--- config.mk ---
export PLATFORM = sky130hd
export DESIGN_NAME = pc_sequencer_flat
export DESIGN_NICKNAME = d
export VERILOG_FILES = /design/src/rtl/pc_sequencer_if.sv /design/src/rtl/pc_sequencer.sv /design/src/flat_wrapper.sv
export SDC_FILE = /design/constraint.sdc
export NUM_CORES = 1
export LEC_CHECK = 0
export ABC_AREA = 1
export ABC_CLOCK_PERIOD_IN_PS = 2100
export CELL_PAD_IN_SITES_DETAIL_PLACEMENT = 0
export CELL_PAD_IN_SITES_GLOBAL_PLACEMENT = 2
export CORE_MARGIN = 8
export CORE_UTILIZATION = 31
export DETAILED_ROUTE_END_ITERATION = 8
export PLACE_DENSITY = 0.81
export RECOVER_POWER = 100
export REMOVE_ABC_BUFFERS = 1
export SLEW_MARGIN = 30
export SYNTH_ARGS = -nofsm -noshare
export SYNTH_HDL_FRONTEND = slang
export SYNTH_SLANG_ARGS = --single-unit
--- constraint.sdc ---
create_clock -name clock -period 2.1 [get_ports clock]
set_input_delay 0.315 -clock clock [delete_from_list [all_inputs] [get_ports clock]]
set_output_delay 0.315 -clock clock [all_outputs]
set_load 0.01 [all_outputs]
--- src/rtl/pc_sequencer_if.sv ---
// Bus between the control unit and the PC sequencer: branch/jump/context
// controls from the control unit, PC and scheduler status back to it.
`timescale 1ns/1ps
interface pc_sequencer_if #(
    parameter int ADDR_W   = 32,
    parameter int IMM_W    = 11,
    parameter int NUM_PROC = 4,
    parameter int QUANTUM  = 16,
    parameter int PROC_W   = $clog2(NUM_PROC),
    parameter int Q_W      = $clog2(QUANTUM + 1)
);
    logic              halt_req;
    logic              resume;
    logic              branch_taken;
    logic              jump_en;
    logic              jump_reg;
    logic [IMM_W-1:0]  imm;
    logic [ADDR_W-1:0] reg_target;
    logic              ctx_enable;
    logic              ctx_return;
    logic [PROC_W-1:0] proc_sel;

    logic [ADDR_W-1:0] pc;
    logic [ADDR_W-1:0] pc_plus1;
    logic [ADDR_W-1:0] saved_pc;
    logic [PROC_W-1:0] cur_proc;
    logic              in_sched;
    logic              halted;
    logic              preempt;
    logic [Q_W-1:0]    quantum_left;

    modport master (
        output halt_req, resume, branch_taken, jump_en, jump_reg, imm,
               reg_target, ctx_enable, ctx_return, proc_sel,
        input  pc, pc_plus1, saved_pc, cur_proc, in_sched, halted,
               preempt, quantum_left
    );

    modport slave (
        input  halt_req, resume, branch_taken, jump_en, jump_reg, imm,
               reg_target, ctx_enable, ctx_return, proc_sel,
        output pc, pc_plus1, saved_pc, cur_proc, in_sched, halted,
               preempt, quantum_left
    );
endinterface

--- src/rtl/pc_sequencer.sv ---
// Program counter with branch/jump selection, per-process saved-PC bank,
// preemption quantum timer and halt/resume handling.
`timescale 1ns/1ps
module pc_sequencer #(
    parameter int          ADDR_W      = 32,
    parameter int          IMM_W       = 11,
    parameter int          NUM_PROC    = 4,
    parameter int          PROC_W      = $clog2(NUM_PROC),
    parameter int          QUANTUM     = 16,
    parameter int          Q_W         = $clog2(QUANTUM + 1),
    parameter int unsigned SCHED_ADDR  = 0,
    parameter int unsigned PROC_STRIDE = 256
) (
    input logic             clock,
    input logic             reset,
    pc_sequencer_if.slave   bus
);
    typedef enum logic [1:0] {SCHED, RUN, HALT} state_t;

    state_t            state, state_n;
    logic              ret_sched, ret_sched_n;
    logic [ADDR_W-1:0] pc, pc_n, pc_inc, imm_target, target;
    logic [PROC_W-1:0] cur_proc, cur_proc_n;
    logic [Q_W-1:0]    quantum, quantum_n;
    logic              preempt, preempt_n;
    logic              slot_we;
    logic [ADDR_W-1:0] slot [NUM_PROC];

    assign pc_inc     = pc + ADDR_W'(1);
    assign imm_target = {pc[ADDR_W-1:IMM_W], bus.imm};
    assign target     = bus.jump_en      ? (bus.jump_reg ? bus.reg_target : imm_target) :
                        bus.branch_taken ? imm_target : pc_inc;

    always_ff @(posedge clock or negedge reset) begin
        if (!reset) begin
            state     <= SCHED;
            ret_sched <= 1'b1;
            pc        <= ADDR_W'(SCHED_ADDR);
            cur_proc  <= '0;
            quantum   <= Q_W'(QUANTUM);
            preempt   <= 1'b0;
            for (int i = 0; i < NUM_PROC; i++)
                slot[i] <= ADDR_W'((i + 1) * PROC_STRIDE);
        end else begin
            state     <= state_n;
            ret_sched <= ret_sched_n;
            pc        <= pc_n;
            cur_proc  <= cur_proc_n;
            quantum   <= quantum_n;
            preempt   <= preempt_n;
            if (slot_we)
                slot[cur_proc] <= target;
        end
    end

    // halt_req outranks both dispatch and quantum expiry
    always_comb begin
        state_n     = state;
        ret_sched_n = ret_sched;
        pc_n        = pc;
        cur_proc_n  = cur_proc;
        quantum_n   = quantum;
        preempt_n   = 1'b0;
        slot_we     = 1'b0;
        case (state)
            SCHED: begin
                if (bus.halt_req) begin
                    state_n     = HALT;
                    ret_sched_n = 1'b1;
                end else if (bus.ctx_return) begin
                    pc_n       = slot[bus.proc_sel];
                    cur_proc_n = bus.proc_sel;
                    quantum_n  = Q_W'(QUANTUM);
                    state_n    = RUN;
                end else begin
                    pc_n = target;
                end
            end
            RUN: begin
                if (bus.halt_req) begin
                    state_n     = HALT;
                    ret_sched_n = 1'b0;
                end else if (bus.ctx_enable && quantum == Q_W'(1)) begin
                    slot_we   = 1'b1;
                    pc_n      = ADDR_W'(SCHED_ADDR);
                    quantum_n = Q_W'(QUANTUM);
                    preempt_n = 1'b1;
                    state_n   = SCHED;
                end else begin
                    pc_n = target;
                    if (bus.ctx_enable)
                        quantum_n = quantum - Q_W'(1);
                end
            end
            HALT: begin
                if (bus.resume) begin
                    pc_n    = pc_inc;
                    state_n = ret_sched ? SCHED : RUN;
                end
            end
            default: state_n = SCHED;
        endcase
    end

    assign bus.pc           = pc;
    assign bus.pc_plus1     = pc_inc;
    assign bus.saved_pc     = slot[bus.proc_sel];
    assign bus.cur_proc     = cur_proc;
    assign bus.in_sched     = (state == SCHED) || (state == HALT && ret_sched);
    assign bus.halted       = (state == HALT);
    assign bus.preempt      = preempt;
    assign bus.quantum_left = quantum;
endmodule

--- src/flat_wrapper.sv ---
// flat-port wrapper written by rule: the top's interface ports become plain ports
module pc_sequencer_flat 
#(
    parameter int          ADDR_W      = 32,
    parameter int          IMM_W       = 11,
    parameter int          NUM_PROC    = 4,
    parameter int          PROC_W      = $clog2(NUM_PROC),
    parameter int          QUANTUM     = 16,
    parameter int          Q_W         = $clog2(QUANTUM + 1),
    parameter int unsigned SCHED_ADDR  = 0,
    parameter int unsigned PROC_STRIDE = 256
)
  (clock, reset, bus_halt_req, bus_resume, bus_branch_taken, bus_jump_en, bus_jump_reg, bus_imm, bus_reg_target, bus_ctx_enable, bus_ctx_return, bus_proc_sel, bus_pc, bus_pc_plus1, bus_saved_pc, bus_cur_proc, bus_in_sched, bus_halted, bus_preempt, bus_quantum_left);
  pc_sequencer_if #(.ADDR_W(ADDR_W), .IMM_W(IMM_W), .NUM_PROC(NUM_PROC), .QUANTUM(QUANTUM), .PROC_W(PROC_W), .Q_W(Q_W)) bus_i ();
  input logic clock;
  input logic reset;
  input wire logic [$bits(bus_i.halt_req)-1:0] bus_halt_req;
  input wire logic [$bits(bus_i.resume)-1:0] bus_resume;
  input wire logic [$bits(bus_i.branch_taken)-1:0] bus_branch_taken;
  input wire logic [$bits(bus_i.jump_en)-1:0] bus_jump_en;
  input wire logic [$bits(bus_i.jump_reg)-1:0] bus_jump_reg;
  input wire logic [$bits(bus_i.imm)-1:0] bus_imm;
  input wire logic [$bits(bus_i.reg_target)-1:0] bus_reg_target;
  input wire logic [$bits(bus_i.ctx_enable)-1:0] bus_ctx_enable;
  input wire logic [$bits(bus_i.ctx_return)-1:0] bus_ctx_return;
  input wire logic [$bits(bus_i.proc_sel)-1:0] bus_proc_sel;
  output wire logic [$bits(bus_i.pc)-1:0] bus_pc;
  output wire logic [$bits(bus_i.pc_plus1)-1:0] bus_pc_plus1;
  output wire logic [$bits(bus_i.saved_pc)-1:0] bus_saved_pc;
  output wire logic [$bits(bus_i.cur_proc)-1:0] bus_cur_proc;
  output wire logic [$bits(bus_i.in_sched)-1:0] bus_in_sched;
  output wire logic [$bits(bus_i.halted)-1:0] bus_halted;
  output wire logic [$bits(bus_i.preempt)-1:0] bus_preempt;
  output wire logic [$bits(bus_i.quantum_left)-1:0] bus_quantum_left;
  assign bus_i.halt_req = bus_halt_req;
  assign bus_i.resume = bus_resume;
  assign bus_i.branch_taken = bus_branch_taken;
  assign bus_i.jump_en = bus_jump_en;
  assign bus_i.jump_reg = bus_jump_reg;
  assign bus_i.imm = bus_imm;
  assign bus_i.reg_target = bus_reg_target;
  assign bus_i.ctx_enable = bus_ctx_enable;
  assign bus_i.ctx_return = bus_ctx_return;
  assign bus_i.proc_sel = bus_proc_sel;
  assign bus_pc = bus_i.pc;
  assign bus_pc_plus1 = bus_i.pc_plus1;
  assign bus_saved_pc = bus_i.saved_pc;
  assign bus_cur_proc = bus_i.cur_proc;
  assign bus_in_sched = bus_i.in_sched;
  assign bus_halted = bus_i.halted;
  assign bus_preempt = bus_i.preempt;
  assign bus_quantum_left = bus_i.quantum_left;
  pc_sequencer #(.ADDR_W(ADDR_W), .IMM_W(IMM_W), .NUM_PROC(NUM_PROC), .PROC_W(PROC_W), .QUANTUM(QUANTUM), .Q_W(Q_W), .SCHED_ADDR(SCHED_ADDR), .PROC_STRIDE(PROC_STRIDE)) u_core (.clock(clock), .reset(reset), .bus(bus_i));
endmodule
==> metrics.txt <==
maxcap violations 0; post-synthesis register bit count 171; reg-to-reg setup timing slack -70 ps; Max Fanout on Critical Path 4; number of H-tree levels 4; DIE AREA 39900 µm²; initial antenna violation count 0; Filler Cell Count 3476; Static Leak 0.00724 µW; largest net degree at the start of global routing 49; DP HPWL 31500 µm; Crit. End Element output port; clk sinks 171; layout cells sized above 1 23.4%; gr usage total 21.3%; Worst Skew 17.4 ps; VDD IR-drop max 653 µV; Initial Utilization 31.4%; Final min period 2340 ps; vias in the first global route 11000; first-pass GRT wire length 64900 µm; via count 11300; final setup vio count 43; CP arrival 2030 ps; DR WL/cell 19.3 µm; clk buf depth 2; root buffer cell clkbuf_16; synth warn 0; Inserted Diodes 0; Syn Area/Cell 7.00 µm²; post-route cell area 15200 µm²; CTS tree yes; Tcrit/Tclk final 112%; fin util 45.6%; Initial DRC Count 826; final hold vios 0; Die Span Y 200 µm; drt drc 0; worst reg2reg startpoint u_core.bus.pc[1]; Core Footprint 33400 µm²; dpl ws -328 ps; Slew HR 22.5%; nets 1846; Top FF cell, synth dfrtp_1; CP Launch Type flop; outcome finished, violations left; clock-pin slew on the worst setup and hold paths 70 ps; worst-case reg-to-reg path depth 16; Worst Setup SP u_core.bus.pc[1]; Total Wirelength 43400 µm; Seq/Total Area, Yosys 40.9%; Yosys top cell area share 39.2%; 1st-pass router iterations 5; GRT overflow 0; Placed Instance Area 13700 µm²; Final Wtd Congestion 0.885; Post-Syn Area 10500 µm²; EDFF count, synth 0; Setup crit end bus_pc_plus1[16]; HP Class flop to flop; die width 200 µm; RSZ-0062 raised after global routing yes; Vias/cell 5.04; Reg-to-Reg End u_core.bus.pc[16]; Slew Limit Fails 0; Routed Antenna Nets 0; top post-synthesis cells by area dfrtp_1, nand2_1, o21ai_0; clock buffer count from CTS 17; I/O Pins 160; Setup TNS Final -4200 ps; row cnt 67; kind of critical path flop to output port; Yosys top cell by area dfrtp_1; async set-reset flop share out of synthesis 100%; cells after synthesis 1497; Pwr Density 1130 nW/µm²; Worst-Skew Late Latency 440 ps; Layout Area Growth over Synthesis 45.3%; Peak Freq 427 MHz; port bufs 159; Final Worst Setup Slack -244 ps; Cell variety after synth 45; Worst Path Required 1780 ps; violated checks setup timing; Worst-Margin Slew 1160 ps
cells in the final DEF, fill, tap and decap left out, types with 5 or more instances in the layout:
cell type,n
a21oi_1,117
a32o_1,15
buf_12,18
buf_2,5
buf_4,137
buf_6,52
clkbuf_1,9
clkbuf_16,18
clkbuf_2,5
clkdlybuf4s50_1,58
clkinvlp_4,6
dfrtp_1,162
dfstp_2,7
dlygate4sd2_1,12
dlygate4sd3_1,39
dlymetal6s2s_1,13
ha_1,5
inv_1,106
nand2_1,429
nand2_2,61
nand2_4,19
nand3_1,75
nand3_2,13
nor2_1,88
nor2_2,7
nor2_4,15
o211ai_1,6
o21ai_0,183
o21ai_1,18
o21ai_2,5
o22ai_1,20
xor2_4,6
routing by layer:
layer	part of all wire (%)	GRT usage [%]	wire length [µm]	vias to the layer above
met1	46	29.2	19900	5477
met4	1.9	5.61	844	0
met3	5.7	3.77	2460	49
met5	0	0	0	-
met2	46	34.3	20200	331
li1	-	-	-	5472
repair_timing:
action / in CTS / in global routing
pin swaps: 18 / 51
gates resized for setup: 185 / 188
cloned: 1 / 1
hold buffers: 1 / 0
buffers inserted: 23 / 21
endpoints found under the hold margin: 34 / 0
setup endpoints to repair: 66 / 98
Yosys cell counts (6+ instances only):
| master | n |
|---|---|
| nand2_2 | 19 |
| dfstp_2 | 7 |
| buf_2 | 12 |
| ha_1 | 7 |
| o22ai_1 | 20 |
| nor2_1 | 97 |
| o21ai_1 | 9 |
| o211ai_1 | 6 |
| clkbuf_1 | 66 |
| inv_1 | 109 |
| nand2_1 | 489 |
| nand3_1 | 89 |
| nor2_4 | 8 |
| clkbuf_8 | 6 |
| xor2_2 | 6 |
| dfrtp_1 | 164 |
| o21ai_0 | 196 |
| a21oi_1 | 121 |
| a32o_1 | 15 |
cell families (layout without fill, tap and decap cells):
| kind of cell | Yosys count | after routing | synth area share (%) |
|---|---|---|---|
| adder cells (fa/ha/maj) | 7 | 7 | 0.836 |
| AO/OA/AOI/OAI | 377 | 377 | 19.4 |
| buffers and inverters | 205 | 506 | 8.25 |
| multiplexers | 1 | 1 | 0.108 |
| AND/OR/NAND/NOR | 722 | 722 | 28.9 |
| XOR/XNOR | 14 | 14 | 1.60 |
| flip-flops | 171 | 171 | 40.9 |
power breakdown:
group | switching, µW | internal [µW] | total, µW
Clock | 1490 | 1680 | 3170
Sequential | 512 | 3830 | 4350
Combinational | 5570 | 4140 | 9710
Total | 7560 | 9660 | 17200
final cells by class:
class	count	area [µm²]	share of cell area, %
multi-input cells	1121	5910	38.9
flip-flops and latches	171	4290	28.2
repair buffers	358	3440	22.6
well taps	448	561	3.68
clock buffers	20	447	2.94
inverters	116	447	2.94
clock inverters	12	116	0.765
per-stage QoR:
stage                     total power, µW  hold WS, ps  cells
after global routing                18300          499   2246
after floorplan                      8090         19.4   1408
after CTS                           16800          368   2234
final                               17200          482   2246
after global placement              13300          282   2178
after detailed placement            13300          283   2178
critical path, cell delays in order, from the launching register on:
cell	delay (ps)
dfrtp_1	380
ha_2	200
nand2_2	70
nor2_4	160
nand2_4	100
nor2_4	140
buf_6	110
buf_6	110
xor2_4	190
buf_6	130
worst min-delay path by stage:
stage	from	to	slack (ps)	depth (start not counted)
after floorplan	reset	u_core.bus.cur_proc[0]	20	0
after global placement	reset	u_core.bus.preempt	280	1
after detailed placement	reset	u_core.bus.preempt	280	1
after CTS	reset	u_core.slot[92]	370	2
after global routing	u_core.slot[49]	u_core.slot[49]	500	2
final	u_core.slot[52]	u_core.slot[52]	480	2
flip-flops by register name (all words and copies together), names as in the netlist:
name	count
u_core.slot	128
u_core.bus.pc	32
u_core.bus.quantum_left	5
u_core.bus.cur_proc	2
u_core.state	2
u_core.bus.preempt	1
u_core.ret_sched	1
No activity file was read; power rests on OpenSTA's default activity.
